File: src/rtl/debug_display_mux.sv
// debug_display_mux: picks one channel's 7-segment pattern (manual or auto-scroll) for a debug display
module debug_display_mux #(
    parameter int N_CH        = 8,
    parameter int DIGITS      = 2,
    parameter int REFRESH_DIV = 5000000,
    parameter int SCROLL_DIV  = 20
) (
    input  logic                       clk,
    input  logic                       reset,
    input  logic [N_CH*DIGITS*8-1:0]   seg_in,
    input  logic [N_CH-1:0]            dsw,
    input  logic                       auto,
    input  logic                       freeze,
    output logic [DIGITS*8-1:0]        seg_out,
    output logic [$clog2(N_CH)-1:0]    ch_idx,
    output logic                       valid
);
    localparam int CW = $clog2(N_CH);
    localparam int RW = $clog2(REFRESH_DIV);
    localparam int SW = $clog2(SCROLL_DIV + 1);
    localparam int DW = DIGITS * 8;
    localparam logic [DW-1:0] DASH = {DIGITS{8'b1011_1111}};
    localparam logic [DW-1:0] DP0  = DW'(8'h80);

    logic [RW-1:0] rcnt;
    logic [SW-1:0] scnt;
    logic [CW-1:0] ptr, nxt_ptr, man_idx, sel_idx, prev_idx;
    logic [DW-1:0] seg_q;
    logic [1:0]    up;
    logic          auto_q, flip, prev_ok, man_ok, sel_ok;
    logic          tick, rise, adv, chg, upd, load;
    int            n_set;

    // one-hot decode of the manual switches; zero or several set bits is invalid
    always_comb begin
        man_idx = '0;
        n_set = 0;
        for (int k = 0; k < N_CH; k++)
            if (dsw[k]) begin
                man_idx = CW'(k);
                n_set = n_set + 1;
            end
        man_ok = (n_set == 1);
    end

    assign tick    = rcnt == RW'(REFRESH_DIV - 1);
    assign rise    = auto & ~auto_q;
    assign adv     = auto & ~rise & tick & (scnt == SW'(SCROLL_DIV - 1));
    assign nxt_ptr = ptr == CW'(N_CH - 1) ? '0 : ptr + 1'b1;
    assign sel_ok  = auto | man_ok;
    assign sel_idx = rise ? '0 : !auto ? (man_ok ? man_idx : '0) : adv ? nxt_ptr : ptr;
    assign chg     = (sel_idx != prev_idx) | (sel_ok != prev_ok);
    // up[0] masks the release cycle so the forced first load lands one cycle after it
    assign upd     = up[0] & (tick | chg | rise | adv | ~up[1]);
    assign load    = upd & ~freeze;
    assign seg_out = seg_q ^ (flip ? DP0 : '0);

    // free-running refresh divider, scroll pointer and change-detect history
    always_ff @(posedge clk) begin
        if (!reset) begin
            rcnt     <= '0;
            scnt     <= '0;
            ptr      <= '0;
            auto_q   <= 1'b0;
            up       <= '0;
            prev_idx <= '0;
            prev_ok  <= 1'b0;
        end else begin
            rcnt     <= tick ? '0 : rcnt + 1'b1;
            auto_q   <= auto;
            up       <= {up[0], 1'b1};
            prev_idx <= sel_idx;
            prev_ok  <= sel_ok;
            if (rise) begin
                scnt <= '0;
                ptr  <= '0;
            end else if (auto & tick) begin
                scnt <= adv ? '0 : scnt + 1'b1;
                ptr  <= adv ? nxt_ptr : ptr;
            end
        end
    end

    // display register: loads on update events unless frozen; DP blinks while frozen
    always_ff @(posedge clk) begin
        if (!reset) begin
            seg_q  <= DASH;
            ch_idx <= '0;
            valid  <= 1'b0;
            flip   <= 1'b0;
        end else begin
            flip <= freeze & (flip ^ tick);
            if (load) begin
                seg_q  <= sel_ok ? seg_in[sel_idx*DW +: DW] : DASH;
                valid  <= sel_ok;
                ch_idx <= sel_ok ? sel_idx : ch_idx;
            end
        end
    end
endmodule

File: config.mk
export PLATFORM = sky130hd
export DESIGN_NAME = debug_display_mux
export DESIGN_NICKNAME = d
export VERILOG_FILES = /design/src/rtl/debug_display_mux.sv
export SDC_FILE = /design/constraint.sdc
export NUM_CORES = 1
export LEC_CHECK = 0
export CAP_MARGIN = 15
export CORE_MARGIN = 2
export CORE_UTILIZATION = 46
export CTS_CLUSTER_DIAMETER = 50
export DETAILED_ROUTE_END_ITERATION = 7
export PLACE_DENSITY = 0.91
export SYNTH_ARGS = -nofsm -noshare
export SYNTH_HDL_FRONTEND = slang
export SYNTH_SLANG_ARGS = --single-unit
File: constraint.sdc
create_clock -name clk -period 9.6 [get_ports clk]
set_clock_uncertainty 0.2 [all_clocks]
set_input_delay 2.4 -clock clk [delete_from_list [all_inputs] [get_ports clk]]
set_output_delay 2.4 -clock clk [all_outputs]
set_load 0.1 [all_outputs]
# Word-level counts from Yosys, hierarchy flattened
# Cells that the tools add are included.
word_totals:
  elab_cells: 77
  reg_bits: 59
  out_inout_bits: 20
  input_bits: 140
classes:
  n_bitwise: 21
  muxes: 24
  n_eq_ne: 6
  n_addsub: 10
  reduce_logical: 3
  shifts: 1
op_table:
  columns: ["operator", "n"]
  rows:
  - ["$add 32x2->32 const B", 7]
  - ["$mux 32", 7]
  - ["$shiftx 128x8->16", 1]
  - ["$mux 3", 11]
  - ["$eq 32x2->1 const B", 1]
  - ["$add 23x1->23 const B", 1]
  - ["$eq 23x23->1 const B", 1]
  - ["$mux 16", 1]
  - ["$xor 16x8->16", 1]
  - ["$and 1x1->1", 8]
  - ["$mux 8", 1]
  - ["$or 1x1->1", 6]
  - ["$add 5x1->5 const B", 1]
  - ["$eq 5x5->1 const B", 1]
  - ["$mux 5", 1]
  - ["$not 1->1", 5]
  - ["$reduce_or 2->1", 2]
  - ["$add 3x1->3 const B", 1]
  - ["$eq 3x3->1 const B", 1]
  - ["$mux 1", 3]
  - ["$ne 3x3->1", 1]
  - ["$reduce_and 2->1", 1]
  - ["$ne 1x1->1", 1]
  - ["$xor 1x1->1", 1]

# Longest topological paths before layout
# Gate-level depths: netlist (run 1).
logic_depth:
  word_depth: 28
  ltp_mapped: 28

# Worst setup path after synthesis (run 1)
# No wires, ideal clock.
synth_timing:
  path_type: "input port to flip-flop"
  startpoint: "input dsw[0]"
  endpoint: "register seg_q[10]"
  n_path_buf: 1
  arrival_ns: 7.394
  path_stages: 26
  slack_ns: 1.884
  setup_time_ns: 0.122
  cell_sequence: "inv_1 > ha_1 > xor2_1 > ha_1 > mux2_2 > ha_1 > mux2_2 > ha_1 > nor2b_1 > a31oi_1 > or2_2 > ha_1 > nand2b_1 > o21a_1 > ha_1 > nand2_1 > xnor2_1 > xnor3_1 > o311ai_4 > inv_1 > o211ai_1 > o311ai_1 > a2111oi_4 > o21ai_2 > buf_6 > a2bb2oi_1"
synth_between:
  elab_chain_cells: 27
  elab_cells_between_ends: 31
synth_lines:
  columns: ["element", "line", "rtl"]
  rows:
  - ["start: declaration", "11", "input logic [N_CH-1:0] dsw,"]
  - ["$mux 1 (*)", "39", "if (dsw[k]) begin"]
  - ["$add 32x2->32", "41", "n_set = n_set + 1;"]
  - ["$mux 32 (*)", "39", null]
  - ["$add 32x2->32", "41", null]
  - ["$mux 32 (*)", "39", null]
  - ["$add 32x2->32", "41", null]
  - ["$mux 32 (*)", "39", null]
  - ["$add 32x2->32", "41", null]
  - ["[... 6 more ...]", null, null]
  - ["$mux 32 (*)", "39", null]
  - ["$eq 32x2->1 (*)", "43", "man_ok = (n_set == 1);"]
  - ["$mux 3 (3 in a row)", "51", "assign sel_idx = rise ? '0 : !auto ? (man_ok ? man_idx : '0) : adv ? nxt_ptr : ptr;"]
  - ["$ne 3x3->1", "52", "assign chg = (sel_idx != prev_idx) | (sel_ok != prev_ok);"]
  - ["$or 1x1->1", "52", null]
  - ["$or 1x1->1 (4 in a row)", "54", "assign upd = up[0] & (tick | chg | rise | adv | ~up[1]);"]
  - ["$and 1x1->1", "54", null]
  - ["$and 1x1->1", "55", "assign load = upd & ~freeze;"]
  - ["end signal: assignment", "94", "seg_q <= sel_ok ? seg_in[sel_idx*DW +: DW] : DASH;"]
  - ["end: declaration", "28", "logic [DW-1:0] seg_q;"]
# Mark *: on every way between the ends. The rest lies on a longest branch, timed or not.
# A chain may end at the register's enable or synchronous reset.

# Worst setup path in the final report (run 1)
layout_timing:
  startpoint: "input dsw[0]"
  endpoint: "register seg_q[6]"
# Same word-level chain as after synthesis.

==> results of run 1 <==
## final cells by class
type                    instances  share of cell area
flip-flops and latches         59               0.189
well taps                     133              0.0266
multi-input cells             478               0.487
clock inverters                 3             0.00240
repair buffers                166               0.265
clock buffers                  12              0.0232
inverters                      12             0.00720
## critical path, delay by kind of cell
family	cells	cell delay (ps)
adder cells (fa/ha/maj)	6	1710
XOR/XNOR	3	600
multiplexers	3	910
AO/OA/AOI/OAI	7	1420
AND/OR/NAND/NOR	4	700
buffers and inverters	3	660
## flip-flops by register name, indices dropped and copies added, names as in the netlist
register / cells
prev_idx: 3
auto_q: 1
flip: 1
seg_q: 16
prev_ok: 1
ch_idx: 3
up: 2
scnt: 5
ptr: 3
rcnt: 23
valid: 1
## how the worst max path moves through the flow
stage,slack (ps),end,startpoint
after floorplan,1880,seg_q[10],dsw[0]
after global placement,1070,seg_q[7],dsw[0]
after detailed placement,850,seg_q[14],dsw[0]
after CTS,1160,seg_q[6],dsw[0]
after global routing,760,seg_q[6],dsw[0]
final,1150,seg_q[6],dsw[0]
## cells by family (layout without fill, tap and decap cells)
kind of cell | count (synthesis) | count (layout) | share of synthesized area
AO/OA/AOI/OAI | 134 | 134 | 0.202
XOR/XNOR | 31 | 31 | 0.0701
adder cells (fa/ha/maj) | 11 | 11 | 0.0305
buffers and inverters | 70 | 193 | 0.0750
flip-flops | 59 | 59 | 0.261
multiplexers | 11 | 11 | 0.0282
AND/OR/NAND/NOR | 291 | 291 | 0.333
## stage by stage
step / setup slack [ps] / std cells / area (sq um) / utilization / hold WS (ps)
detailed placement: 848 / 847 / 6070 / 0.630 / 254
CTS: 1160 / 862 / 6230 / 0.647 / 263
finish: 1150 / 863 / 6250 / 0.649 / 264
global placement: 1070 / 847 / 6070 / 0.630 / 245
floorplan: 1880 / 607 / 4520 / - / 230
global route: 760 / 863 / 6250 / 0.649 / 290
## placed cells by master, fill, tap and decap left out, types with 7 or more instances in the layout
cell type | Yosys | layout
nand2b_1 | 8 | 8
xor2_1 | 18 | 18
inv_1 | 12 | 12
nor2b_1 | 7 | 7
nand4_1 | 20 | 20
and3_1 | 10 | 10
a21oi_1 | 12 | 12
ha_1 | 11 | 11
nand2_1 | 39 | 39
clkbuf_8 | 0 | 10
clkdlybuf4s50_1 | 0 | 159
nor2_1 | 34 | 34
nand3_1 | 140 | 140
xnor2_1 | 10 | 10
o21ai_0 | 74 | 73
dfxtp_1 | 59 | 59
a2bb2oi_1 | 14 | 14
## layer usage
layer | GRT usage | share of wire | up-vias
li1 | - | - | 2430
met1 | 0.317 | 0.37 | 2379
met2 | 0.521 | 0.52 | 257
met3 | 0.0793 | 0.076 | 42
met4 | 0.122 | 0.039 | 0
met5 | 0 | 0 | -
## power by group through the flow
stage	sequential, mW	combinational, mW	clock (mW)
floorplan	0.277	0.308	0
global placement	0.274	0.442	0
detailed placement	0.274	0.451	0
CTS	0.269	0.453	0.191
global route	0.270	0.489	0.205
finish	0.269	0.455	0.191
==> flow_metrics.env, run 1 <==
export IMPL_routed_wl_mm=15.2
export IMPL_area_growth_pct=38.4
export IMPL_maxSlewViolCount=0
export IMPL_drcViolationCount=0
export IMPL_rrSetupSlack_ps=5490
export IMPL_syn_cell_area_sq_um=4520
export IMPL_max_cap_viol_count=0
export IMPL_cts_hold_buffers=0
export IMPL_cts_buffers_inserted=9
export IMPL_min_to="seg_q[14]"
export IMPL_synth_area_top_cells="dfxtp_1, nand3_1, o21ai_0"
export IMPL_arrival_ps=8420
export IMPL_hold_start="seg_q[14]"
export IMPL_outcome="complete, no violations"
export IMPL_slew_headroom=0.300
export IMPL_ant_nets=0
export IMPL_rows=36
export IMPL_cts_sinks=59
export IMPL_core_area_sq_um=9640
export IMPL_p_comb_frac=0.498
export IMPL_synth_area_leader_cell="dfxtp_1"
export IMPL_postCtsSetupBuffers=0
export IMPL_syn_avg_cell_area_sq_um=7.44
export IMPL_ys_warn_count=0
export IMPL_synth_nets=758
export IMPL_reg2reg_to="seg_q[15]"
export IMPL_die_w_microns=103
export IMPL_hpwl_mm=11.6
export IMPL_grt_pass1_wl_mm=24.0
export IMPL_root_buffer="clkbuf_8"
export IMPL_fin_nets=877
export IMPL_gr_total_overflow=0
export IMPL_antenna_found_initial=0
export IMPL_path_clk_slew_ps=60
export IMPL_die_h_microns=103
export IMPL_tns_ps=0
export IMPL_hold_depth=2
export IMPL_intPower_uw=538
export IMPL_rr_worst_depth=11
export IMPL_hold_class="reg2reg"
export IMPL_seqCellArea_sq_um=1180
export IMPL_synth_async_reset_ratio=0
export IMPL_rsz0062_at_grt="false"
export IMPL_synth_edff_count=0
export IMPL_fin_crit_sh=0.880
export IMPL_cts_path_max_buffers=2
export IMPL_multi_input_area_sq_um=3040
export IMPL_die_area_sq_um=10600
export IMPL_cts_resized=0
export IMPL_path_class="in2reg"
export IMPL_vias=5108
export IMPL_finalWorstPathRequiredPeriod_ps=8450
export IMPL_end_kind="flop"
export IMPL_yosys_most_used_dff="dfxtp_1"
export IMPL_required_ps=9580
export IMPL_finalPower_uw=915
export IMPL_syn_instance_count=607
export IMPL_synth_cell_types=65
export IMPL_pwr_share_seq=0.294
export IMPL_drive_gt1_frac=0.0671
export IMPL_final_setup_viol_count=0
export IMPL_io_pins=160
export IMPL_place_gp_congestion=0.936
export IMPL_yosysSeqAreaShare=0.261
export IMPL_p_clk_frac=0.208
export IMPL_synthTopCellsByCount="nand3_1, o21ai_0, dfxtp_1"
export IMPL_cp_slowest_cell="o21ai_2"
export IMPL_synth_top_area_frac=0.261
export IMPL_grt_pass1_vias=5008
export IMPL_cts_tree="yes"
export IMPL_sw_frac_of_total=0.412
export IMPL_cp_slowest_stage_delay_ps=610
export IMPL_start_util=0.469
export IMPL_drtIter0Drc=352
export IMPL_r2r_start="rcnt[0]"
export IMPL_wl_per_cell_microns=17.6
export IMPL_hold_viol_final=0
export IMPL_p_leak_nw=2.35
export IMPL_numPortBuffers=159
export IMPL_dr_pass1_iters=5
export IMPL_vdd_drop_max_mv=0.100
export IMPL_fillers=812
export IMPL_max_freq_ghz=0.118
export IMPL_yosysMostFrequentCell="nand3_1"
export IMPL_p_per_area_nw_per_um2=146
export IMPL_grtUsageTotal=0.289
export IMPL_switching_power_uw=377
export IMPL_ys_ff_latch=59
export IMPL_cp_start_kind="input port"
export IMPL_viasPerCell=5.92
export IMPL_insertion_delay_ps=340
export IMPL_antenna_cells=0
export IMPL_critPathMostFrequentCell="ha_1"
export IMPL_htree_levels=3
export IMPL_path_max_fanout=16
export IMPL_worst_pin_slew_ps=1050
export IMPL_grt_max_degree=69
Power figures use the tool's default switching activity.
==> run 2, diff against run 1 <==
--- a/config.mk
+++ b/config.mk
@@ -6,10 +6,12 @@
 export NUM_CORES = 1
 export LEC_CHECK = 0
 export CAP_MARGIN = 15
+export CORE_ASPECT_RATIO = 0.7
 export CORE_MARGIN = 2
 export CORE_UTILIZATION = 46
 export CTS_CLUSTER_DIAMETER = 50
 export DETAILED_ROUTE_END_ITERATION = 7
+export GPL_ROUTABILITY_DRIVEN = 0
 export PLACE_DENSITY = 0.91
 export SYNTH_ARGS = -nofsm -noshare
 export SYNTH_HDL_FRONTEND = slang
==> run 2 against run 1 <==
  * Routed wire length rose by 2.5%
  * Worst hold slack got worse by 0.56 ps
  * Die area rose by 0.12%
  * Critical endpoint is now seg_q[14]
  * Global-route usage rose by 0.23 points
  * Largest cell class unchanged
  * Clock-buffer cell count fell by 3
  * Highest routed layer unchanged
  * Utilization rose by 1.2 points
  * Critical path type unchanged
  * Sequential cell count did not move
  * Combinational power rose by 2%
  * Maximum frequency fell by 1.2%
  * Design area rose by 1.6%
==> flow_metrics.env, run 2 (synthesis results as in run 1) <==
export IMPL_outcome="complete, no violations"
export IMPL_cts_tree="yes"
export IMPL_cts_path_max_buffers=2
export IMPL_hold_depth=2
export IMPL_multi_input_area_sq_um=3040
export IMPL_finalPower_mw=1.04
export IMPL_p_comb_frac=0.446
export IMPL_hold_start="seg_q[6]"
export IMPL_viasPerCell=6.05
export IMPL_final_cell_mix="clkdlybuf4s50_1, nand3_1, o21ai_0, dfxtp_1, nand2_1"
export IMPL_path_clk_slew_ps=50
export IMPL_final_setup_viol_count=0
export IMPL_rrSetupSlack_ps=5380
export IMPL_drtIter0Drc=680
export IMPL_slew_headroom=0.237
export IMPL_cp_start_kind="input port"
export IMPL_grt_pass1_vias=4877
export IMPL_cts_buffers_inserted=9
export IMPL_p_clk_frac=0.295
export IMPL_gr_total_overflow=0
export IMPL_vdd_drop_max_mv=0.0712
export IMPL_cp_slowest_cell="o21ai_2"
export IMPL_cts_sinks=59
export IMPL_hpwl_mm=11.9
export IMPL_largest_register="rcnt"
export IMPL_crit_buf_inv=2
export IMPL_switching_power_uw=398
export IMPL_path_max_fanout=16
export IMPL_rows=30
export IMPL_end_kind="flop"
export IMPL_max_cap_viol_count=0
export IMPL_hold_viol_final=0
export IMPL_cp_slowest_stage_delay_ps=660
export IMPL_max_freq_ghz=0.117
export IMPL_reg_top3="rcnt: 23 flops, seg_q: 16 flops, scnt: 5 flops"
export IMPL_dr_pass1_iters=6
export IMPL_rr_worst_depth=12
export IMPL_sw_frac_of_total=0.384
export IMPL_hold_class="reg2reg"
export IMPL_grt_pass1_wl_mm=24.4
export IMPL_htree_levels=3
export IMPL_whs_ps=263
export IMPL_ant_nets=0
export IMPL_start_util=0.470
export IMPL_die_h_microns=86.9
export IMPL_setup_ws_ps=1050
export IMPL_insertion_delay_ps=330
export IMPL_fin_nets=876
export IMPL_p_leak_nw=2.39
export IMPL_largest_reg_flops=23
export IMPL_core_area_sq_um=9610
export IMPL_cts_resized=0
export IMPL_arrival_ps=8520
export IMPL_grtUsageTotal=0.291
export IMPL_postCtsSetupBuffers=0
export IMPL_area_growth_pct=40.6
export IMPL_vias=5189
export IMPL_drcViolationCount=0
export IMPL_cts_hold_buffers=0
export IMPL_path_delay_family="compound AO/OA/AOI/OAI gates"
export IMPL_seqCellArea_sq_um=1180
export IMPL_path_class="in2reg"
export IMPL_min_to="seg_q[6]"
export IMPL_root_buffer="clkbuf_16"
export IMPL_critPathMostFrequentCell="ha_1"
export IMPL_pwr_share_seq=0.259
export IMPL_required_ps=9570
export IMPL_intPower_uw=639
export IMPL_wl_per_cell_microns=18.1
export IMPL_antenna_found_initial=0
export IMPL_p_per_area_nw_per_um2=163
export IMPL_die_w_microns=122
export IMPL_fillers=768
export IMPL_maxSlewViolCount=0
export IMPL_fin_util=0.661
export IMPL_numPortBuffers=159
export IMPL_routed_wl_mm=15.5
export IMPL_rsz0062_at_grt="false"
export IMPL_fin_crit_sh=0.890
export IMPL_worst_pin_slew_ps=1150
export IMPL_drive_gt1_frac=0.0686
export IMPL_grt_max_degree=69
export IMPL_die_area_sq_um=10600
export IMPL_r2r_start="rcnt[0]"
export IMPL_finalWorstPathRequiredPeriod_ps=8550
export IMPL_io_pins=160
export IMPL_layout_commonest_cell="clkdlybuf4s50_1"
export IMPL_dp_slack_ps=781
export IMPL_reg2reg_to="seg_q[10]"
export IMPL_tns_ps=0
export IMPL_antenna_cells=0
==> run 2: power groups by stage <==
stage,Combinational (mW),Sequential (mW),Clock [mW]
detailed placement,0.451,0.272,0
global route,0.490,0.269,0.322
finish,0.462,0.268,0.306
global placement,0.436,0.272,0
floorplan,0.308,0.277,0
CTS,0.453,0.268,0.308
==> run 2: worst max path at each step <==
stage,cells past startpoint,endpoint,slack [ps],start
2_1_floorplan,26,seg_q[10],1880,dsw[0]
3_3_place_gp,26,seg_q[8],1040,dsw[0]
3_5_place_dp,25,seg_q[14],780,dsw[1]
4_1_cts,25,seg_q[14],1120,dsw[1]
5_1_grt,25,seg_q[6],780,dsw[0]
6_report,25,seg_q[14],1050,dsw[1]
==> run 2: routing by layer <==
metal / wire length, microns / global-route usage / part of all wire
met4: 352 / 0.0742 / 0.023
met3: 1930 / 0.113 / 0.12
met1: 6250 / 0.381 / 0.40
met5: 0 / 0 / 0
met2: 7010 / 0.450 / 0.45
==> run 2: cell type report <==
| class | instances | area share |
|---|---|---|
| Clock inverter | 6 | 0.00906 |
| Timing Repair Buffer | 165 | 0.260 |
| Clock buffer | 9 | 0.0354 |
| Multi-Input combinational cell | 478 | 0.478 |
| Tap cell | 128 | 0.0252 |
| Inverter | 12 | 0.00709 |
| Sequential cell | 59 | 0.186 |
==> run 2: per-stage QoR <==
step	cells	cell area, sq um
3_3_place_gp	842	6070
4_1_cts	857	6350
5_1_grt	857	6350
3_5_place_dp	842	6070
6_report	857	6350
2_1_floorplan	607	4520
==> run 2: worst min-delay path, delay by kind of cell, from the launching register on <==
family	cells	cell delay, ps
flops	1	310
buf+inv	1	50
compound gates	1	50
==> run 3, diff against run 2 <==
--- a/config.mk
+++ b/config.mk
@@ -7,7 +7,6 @@
 export LEC_CHECK = 0
 export CAP_MARGIN = 15
 export CORE_ASPECT_RATIO = 0.7
-export CORE_MARGIN = 2
 export CORE_UTILIZATION = 46
 export CTS_CLUSTER_DIAMETER = 50
 export DETAILED_ROUTE_END_ITERATION = 7
==> run 3 against run 2 <==
  * Register-to-register slack is essentially flat
  * Largest cell class unchanged
  * Maximum frequency down 0.37%
  * Worst hold slack improved by 0.92 ps
  * First-iteration DRC count is 3.8% lower
  * Critical path type unchanged
  * Worst setup slack worse by 32 ps
==> flow_metrics.env, run 3 (synthesis results as in run 1) <==
export IMPL_routed_wl_mm=16.3
export IMPL_fin_nets=876
export IMPL_cts_path_max_buffers=2
export IMPL_gr_total_overflow=0
export IMPL_slew_headroom=0.258
export IMPL_fin_crit_sh=0.893
export IMPL_intPower_uw=618
export IMPL_p_comb_frac=0.447
export IMPL_cts_sinks=59
export IMPL_die_area_sq_um=10200
export IMPL_path_clk_slew_ps=50
export IMPL_sw_frac_of_total=0.392
export IMPL_htree_levels=3
export IMPL_end_kind="flop"
export IMPL_largest_register="rcnt"
export IMPL_finalPower_mw=1.02
export IMPL_drive_gt1_frac=0.0685
export IMPL_drtIter0Drc=654
export IMPL_switching_power_uw=399
export IMPL_viasPerCell=6.34
export IMPL_rrSetupSlack_ps=5370
export IMPL_p_clk_frac=0.285
export IMPL_area_growth_pct=40.3
export IMPL_root_buffer="clkbuf_16"
export IMPL_place_area_sq_um=6050
export IMPL_pwr_share_seq=0.268
export IMPL_hold_viol_final=0
export IMPL_fillers=723
export IMPL_die_w_microns=120
export IMPL_hpwl_mm=12.3
export IMPL_p_per_area_nw_per_um2=160
export IMPL_cts_tree="yes"
export IMPL_grt_pass1_wl_mm=25.0
export IMPL_rows=29
export IMPL_final_setup_viol_count=0
export IMPL_vias=5412
export IMPL_reg_top3="rcnt: 23 flops, seg_q: 16 flops, scnt: 5 flops"
export IMPL_vdd_drop_max_mv=0.0860
export IMPL_hold_class="reg2reg"
export IMPL_path_max_fanout=16
export IMPL_ant_nets=0
export IMPL_cts_hold_buffers=0
export IMPL_grt_pass1_vias=4935
export IMPL_grt_max_degree=65
export IMPL_cts_resized=0
export IMPL_antenna_cells=0
export IMPL_antenna_found_initial=0
export IMPL_tns_ps=0
export IMPL_start_util=0.486
export IMPL_largest_reg_flops=23
export IMPL_maxSlewViolCount=0
export IMPL_max_cap_viol_count=0
export IMPL_cts_buffers_inserted=9
export IMPL_max_freq_ghz=0.117
export IMPL_required_ps=9570
export IMPL_die_h_microns=84.9
export IMPL_wl_per_cell_microns=19.1
export IMPL_path_class="in2reg"
export IMPL_rsz0062_at_grt="false"
export IMPL_p_leak_nw=2.40
export IMPL_insertion_delay_ps=330
export IMPL_dr_pass1_iters=6
export IMPL_drcViolationCount=0
export IMPL_fin_area_sq_um=6340
export IMPL_numPortBuffers=159
export IMPL_io_pins=160
export IMPL_arrival_ps=8550
export IMPL_postCtsSetupBuffers=0
export IMPL_core_area_sq_um=9290
export IMPL_outcome="complete, no violations"
export IMPL_cp_start_kind="input port"
export IMPL_final_cell_mix="clkdlybuf4s50_1, nand3_1, o21ai_0, dfxtp_1, nand2_1"
export IMPL_worst_pin_slew_ps=1110
export IMPL_layout_commonest_cell="clkdlybuf4s50_1"
export IMPL_finalWorstPathRequiredPeriod_ps=8580
export IMPL_grtUsageTotal=0.312
[run 3: stage by stage]
step | std cells | setup slack [ps] | util | hold slack (ps)
after floorplan | 607 | 1880 | - | 230
after global placement | 837 | 1030 | 0.651 | 244
after detailed placement | 837 | 783 | 0.651 | 254
after CTS | 853 | 1130 | 0.680 | 266
after global routing | 854 | 720 | 0.682 | 291
final | 854 | 1020 | 0.682 | 264
[run 3: per-layer routing]
layer / global-route usage / wire length (microns)
met5: 0 / 0
met4: 0.108 / 552
met3: 0.0948 / 1840
met2: 0.480 / 7210
met1: 0.414 / 6670
[run 3: critical path, cell delays in order]
cell and delay [ps]:
clkdlybuf4s50_1 500, inv_1 50, ha_1 360, xor2_1 190, ha_1 360, mux2_2 290
ha_1 290, mux2_2 270, ha_1 270, nor2b_1 110, a31oi_1 60, or2_2 360
ha_1 280, nand2b_1 160, o21a_1 130, ha_1 170, nand2_1 70, xnor2_1 120
xnor3_1 200, o311ai_4 150, inv_1 120, o211ai_2 180, a211oi_2 940, nand3_1 200
nand4_1 200, a2bb2oi_1 100
[run 3: power by group through the flow]
stage / combinational (mW) / clock (mW) / sequential [mW]
6_report: 0.455 / 0.290 / 0.272
4_1_cts: 0.445 / 0.292 / 0.271
5_1_grt: 0.482 / 0.304 / 0.272
3_5_place_dp: 0.442 / 0 / 0.275
2_1_floorplan: 0.308 / 0 / 0.277
3_3_place_gp: 0.428 / 0 / 0.275
[run 3: cell type report]
| cell class | instances | area (sq um) | share of cell area |
|---|---|---|---|
| Clock inverter | 5 | 28.8 | 0.00454 |
| Sequential cell | 59 | 1180 | 0.186 |
| Tap cell | 124 | 155 | 0.0245 |
| Clock buffer | 11 | 243 | 0.0383 |
| Inverter | 12 | 45.0 | 0.00711 |
| Multi-Input combinational cell | 478 | 3040 | 0.479 |
| Timing Repair Buffer | 165 | 1650 | 0.260 |
[run 3: path summary, 6_finish.rpt]
check / start / end / cells past startpoint
worst max-delay path: dsw[0] / seg_q[7] / 26
worst min-delay path: ch_idx[1] / ch_idx[1] / 2
worst max register to register: rcnt[0] / seg_q[7] / 11
worst min register to register: ch_idx[1] / ch_idx[1] / 2
